**config.mk**
```make
export PLATFORM = sky130hd
export DESIGN_NAME = key_step_pulser
export DESIGN_NICKNAME = d
export VERILOG_FILES = /design/src/rtl/key_step_pulser.sv
export SDC_FILE = /design/constraint.sdc
export NUM_CORES = 1
export LEC_CHECK = 0
export ABC_AREA = 1
export CAP_MARGIN = 20
export CELL_PAD_IN_SITES_DETAIL_PLACEMENT = 1
export CELL_PAD_IN_SITES_GLOBAL_PLACEMENT = 1
export CORE_UTILIZATION = 43
export DETAILED_ROUTE_END_ITERATION = 6
export PLACE_DENSITY_LB_ADDON = 0.1
export SYNTH_ARGS = -nofsm -noshare
export SYNTH_HDL_FRONTEND = slang
export SYNTH_SLANG_ARGS = --single-unit
export TNS_END_PERCENT = 30
```
**constraint.sdc**
```tcl
create_clock -name CLOCK_50 -period 2.4 [get_ports CLOCK_50]
set_clock_uncertainty 0.2 [all_clocks]
set_input_delay 0.36 -clock CLOCK_50 [delete_from_list [all_inputs] [get_ports CLOCK_50]]
set_output_delay 0.36 -clock CLOCK_50 [all_outputs]
set_load 0.005 [all_outputs]
```
**src/rtl/key_step_pulser.sv**
```systemverilog
// Push-button conditioner: synchronizer, debounce FSM, press/release pulses,
// auto-repeat step pulses and an 8-bit step tally, all on CLOCK_50.
module key_step_pulser #(
    parameter int unsigned DEBOUNCE_CYCLES = 500000,
    parameter bit          REPEAT_EN       = 1'b1,
    parameter int unsigned REPEAT_DELAY    = 25000000,
    parameter int unsigned REPEAT_RATE     = 5000000
) (
    input  logic       CLOCK_50,
    input  logic       RESET,
    input  logic       KEY_N,
    input  logic       CLR_CNT,
    output logic       PRESSED,
    output logic       PRESS_PULSE,
    output logic       RELEASE_PULSE,
    output logic       STEP,
    output logic [7:0] STEP_COUNT
);

    localparam int unsigned DbW    = $clog2(DEBOUNCE_CYCLES + 1);
    localparam int unsigned RepMax = (REPEAT_DELAY > REPEAT_RATE) ? REPEAT_DELAY : REPEAT_RATE;
    localparam int unsigned RepW   = $clog2(RepMax + 1);

    localparam logic [DbW-1:0]  DbLast   = DbW'(DEBOUNCE_CYCLES - 1);
    localparam logic [RepW-1:0] RepDelay = RepW'(REPEAT_DELAY);
    localparam logic [RepW-1:0] RepRate  = RepW'(REPEAT_RATE);

    typedef enum logic [1:0] {StIdle, StPressChk, StHeld, StRelChk} state_e;

    state_e          state_q, state_d;
    logic            sync1_q, key_s_q;
    logic [DbW-1:0]  db_cnt_q, db_cnt_d;
    logic [RepW-1:0] rep_cnt_q, rep_cnt_d;
    logic            rep_first_q, rep_first_d;
    logic            pressed_q, press_pulse_q, release_pulse_q, step_q;
    logic [7:0]      step_count_q;
    logic            pressed_d, rep_fire_d;

    always_comb begin
        state_d  = state_q;
        db_cnt_d = db_cnt_q;
        unique case (state_q)
            StIdle: begin
                if (!key_s_q) begin
                    if (DEBOUNCE_CYCLES == 1) begin
                        state_d = StHeld;
                    end else begin
                        state_d  = StPressChk;
                        db_cnt_d = DbW'(1);
                    end
                end
            end
            StPressChk: begin
                if (key_s_q) begin
                    state_d  = StIdle;
                    db_cnt_d = '0;
                end else if (db_cnt_q == DbLast) begin
                    state_d  = StHeld;
                    db_cnt_d = '0;
                end else begin
                    db_cnt_d = db_cnt_q + DbW'(1);
                end
            end
            StHeld: begin
                if (key_s_q) begin
                    if (DEBOUNCE_CYCLES == 1) begin
                        state_d = StIdle;
                    end else begin
                        state_d  = StRelChk;
                        db_cnt_d = DbW'(1);
                    end
                end
            end
            StRelChk: begin
                if (!key_s_q) begin
                    state_d  = StHeld;
                    db_cnt_d = '0;
                end else if (db_cnt_q == DbLast) begin
                    state_d  = StIdle;
                    db_cnt_d = '0;
                end else begin
                    db_cnt_d = db_cnt_q + DbW'(1);
                end
            end
            default: begin
                state_d  = StIdle;
                db_cnt_d = '0;
            end
        endcase
    end

    // rep_cnt counts HELD cycles since entry or since the last repeat; it is
    // frozen in REL_CHK so a rejected release resumes the cadence unchanged.
    always_comb begin
        rep_cnt_d   = rep_cnt_q;
        rep_first_d = rep_first_q;
        if (state_q == StHeld) begin
            if (rep_cnt_q == (rep_first_q ? RepRate : RepDelay)) begin
                rep_cnt_d   = RepW'(1);
                rep_first_d = 1'b1;
            end else begin
                rep_cnt_d = rep_cnt_q + RepW'(1);
            end
        end
        if (state_d == StIdle || state_d == StPressChk) begin
            rep_cnt_d   = '0;
            rep_first_d = 1'b0;
        end
        pressed_d  = (state_d == StHeld) || (state_d == StRelChk);
        rep_fire_d = REPEAT_EN && (state_d == StHeld) &&
                     (rep_cnt_d == (rep_first_d ? RepRate : RepDelay));
    end

    always_ff @(posedge CLOCK_50) begin
        if (RESET) begin
            sync1_q         <= 1'b1;
            key_s_q         <= 1'b1;
            state_q         <= StIdle;
            db_cnt_q        <= '0;
            rep_cnt_q       <= '0;
            rep_first_q     <= 1'b0;
            pressed_q       <= 1'b0;
            press_pulse_q   <= 1'b0;
            release_pulse_q <= 1'b0;
            step_q          <= 1'b0;
            step_count_q    <= 8'd0;
        end else begin
            sync1_q         <= KEY_N;
            key_s_q         <= sync1_q;
            state_q         <= state_d;
            db_cnt_q        <= db_cnt_d;
            rep_cnt_q       <= rep_cnt_d;
            rep_first_q     <= rep_first_d;
            pressed_q       <= pressed_d;
            press_pulse_q   <= pressed_d && !pressed_q;
            release_pulse_q <= !pressed_d && pressed_q;
            step_q          <= (pressed_d && !pressed_q) || rep_fire_d;
            step_count_q    <= CLR_CNT ? 8'd0 : step_count_q + 8'(step_q);
        end
    end

    assign PRESSED       = pressed_q;
    assign PRESS_PULSE   = press_pulse_q;
    assign RELEASE_PULSE = release_pulse_q;
    assign STEP          = step_q;
    assign STEP_COUNT    = step_count_q;

endmodule

```
==> flow_summary.yaml, run 1 <==
floorplanning:
  start_util: 0.447
  pin_count: 16
  fp.dieW_um: 91.6
  die_y_um: 91.6
  coreArea_um2: 7730
  floorplan.die_area_um2: 8390
  rows: 32
detailed_routing:
  num_vias: 3357
  firstDrtPassIters: 4
  wl_per_cell_um: 15.2
  postRouteAntennaNets: 0
  drc_errors: 0
  via_per_inst: 5.06
  detail_route.iter0.violations: 106
  wirelength_um: 10100
finish:
  layout.nets: 565
  drive_gt1_frac: 0.159
  fillers: 1065
  final_area_um2: 4050
  syn2layout_area_growth_pct: 17.3
  num_antenna_cells: 0
place:
  place_ws_ns: 0.132
  place_hpwl_um: 7870
  port_buffers: 15
  place_congestion: 0.909
  placed_cell_area_um2: 3750
worst_setup_path:
  cp_max_fo: 6
  rr_worst_depth: 13
  critPathRequiredTime_ns: 2.48
  crit_type: "register to register"
  rrSetupSlack_ns: 0.14
  end_kind: "register"
  critPathLaunchType: "register"
  critPathArrivalTime_ns: 2.34
global_routing:
  grt_pass1_wl_um: 16500
  grt_max_degree: 15
  grt_pass1_vias: 3424
  met2_usage: 0.460
  met1_usage: 0.300
  top_usage_layer: "met2"
  grt_usage: 0.255
  met3_usage: 0.0419
  overflow: 0
  antenna_found_initial: 0
power:
  ir_drop_v: 0.000229
  power_frac_seq: 0.482
  p_total_uw: 2110
  p_switching_uw: 491
  clockPowerShare: 0.498
  combPwrFrac: 0.019
  p_leak_uw: 0.00164
  p_int_uw: 1620
  swShare: 0.233
  powerDensity_nw_per_um2: 521
sta:
  final_hold_viol_count: 0
  finalMaxSlewViolations: 0
  period_minus_slack_ns: 2.26
  post-route-period-util: 0.940
  setup_viol: 0
  setup_ws_ns: 0.144
  fin_tns_setup_ns: 0
  worstMarginPinSlew_ns: 0.567
  max_freq_ghz: 0.443
  relSlewSlack: 0.619
synth:
  netlist_instances: 523
  yosysMostFrequentCell: "nand2_1"
  synth_seq_area_share: 0.354
  synth_common_cells: "128 x nand2_1, 91 x nor2_1, 76 x inv_1"
  synth_edf_count: 0
  synth_top_area_frac: 0.354
  synth.distinct_cells: 35
  ys_warn_count: 0
  ys_top_cells_by_area: "dfxtp_1 35%, nand2_1 14%, nor2_1 9.9%, inv_1 8.3%, nand3_1 4.9%"
  synthFlopType: "dfxtp_1"
  synth_seq_cells: 61
  avgSynthCellArea_um2: 6.60
  postSynth.asyncResetShare: 0
  synth_nets: 532
  synth_area_um2: 3450
  yosys.area.top_type: "dfxtp_1"
clocking:
  cts_root_buf: "clkbuf_8"
  htreeDepth: 3
  numCtsBuffers: 9
  cts_max_path_buffers: 2
  cts.reportedPaths.clkPinSlew_ns: 0.08
  cts_tree: "yes"
  clock_latency_ns: 0.35
  clock-sinks: 61
job:
  drv_cap: 0
min_path:
  hold_depth: 1
  hold_class: "register to register"
outcome:
  outcome: "completed"
==> worst paths after layout <==
check,start,endpoint
max,db_cnt_q[0],STEP
min,sync1_q,key_s_q
max reg2reg,db_cnt_q[0],STEP
min reg2reg,sync1_q,key_s_q
==> worst max-delay path, stage by stage (launching register included) <==
cell and delay [ns]:
dfxtp_2 0.36, ha_2 0.20, inv_1 0.04, nor2_1 0.13, nand2_1 0.09, nor2_2 0.15, nand3_2 0.12, nand2_4 0.15
nand2_4 0.09, nor2_4 0.19, nand3_1 0.13, nor2_1 0.13, nand3_1 0.09, o21bai_1 0.12
==> per-stage QoR <==
step,cells,utilization,hold WS [ns]
after CTS,657,0.514,0.251
after floorplan,523,-,0.189
after detailed placement,641,0.485,0.209
after global placement,641,0.485,0.217
final,663,0.524,0.243
after global routing,663,0.524,0.272
==> power by group through the flow <==
stage                     combinational [uW]  sequential, uW  clock [uW]
after detailed placement                41.1            1040           0
after global routing                    45.6            1020        1110
after global placement                  40.0            1040           0
final                                   41.1            1020        1050
after CTS                               41.6            1020        1060
after floorplan                         24.4            1040           0
==> cell type report <==
type                            instances  area (um2)  area share
Multi-Input combinational cell        376        1930       0.477
Clock buffer                            9         124      0.0306
Timing Repair Buffer                   25         225      0.0556
Inverter                               83         314      0.0776
Clock inverter                          7        98.8      0.0244
Sequential cell                        61        1230       0.303
Tap cell                              102         128      0.0315
==> placed cells by master (no fill, tap or decap), types with 3 or more instances in the layout <==
cell type / instances
inv_2: 7
dfxtp_2: 5
nor2_1: 88
inv_1: 75
nor2_4: 9
nand3_1: 33
a21oi_1: 17
nand4_1: 10
nand2_2: 8
nor3_1: 11
dfxtp_1: 56
nand2_4: 7
nand3_2: 5
nand2_1: 128
clkdlybuf4s50_1: 15
clkbuf_8: 9
ha_1: 3
nor2_2: 12
xor2_1: 11
o21ai_0: 9
buf_4: 10
o21ai_1: 5
==> kinds of logic (layout without fill, tap and decap cells) <==
group / count (synthesis) / count (layout) / synth area share
buf+inv: 86 / 124 / 0.0950
compound gates: 39 / 39 / 0.0623
flops: 61 / 61 / 0.354
simple gates: 318 / 318 / 0.433
fa+ha+maj: 5 / 5 / 0.0181
xor+xnor: 14 / 14 / 0.0377
==> layer usage <==
layer,wire length (um),share of wire,up-vias
li1,-,-,1691
met1,4500,0.45,1597
met2,5040,0.50,52
met3,356,0.035,17
met4,201,0.020,0
met5,0,0,-
==> flip-flops by register name (all words and copies together) (netlist names) <==
signal	flops
STEP_COUNT	8
db_cnt_q	19
rep_cnt_q	25
state_q	2
PRESSED	1
RELEASE_PULSE	1
STEP	1
key_s_q	1
rep_first_q	1
PRESS_PULSE	1
sync1_q	1
==> repair_timing <==
action / in CTS / in global routing
resized for setup: 0 / 14
endpoints found under the hold margin: 0 / 0
setup endpoints to repair: 0 / 5
hold buffers: 0 / 0
buffers inserted: 0 / 6
Power figures use the tool's default switching activity.
==> inputs of run 2 (changes only) <==
CTS_CLUSTER_SIZE = 20   (was default)
==> results of run 2 <==
Final layout, timing and power as in run 1 (identical DEF).
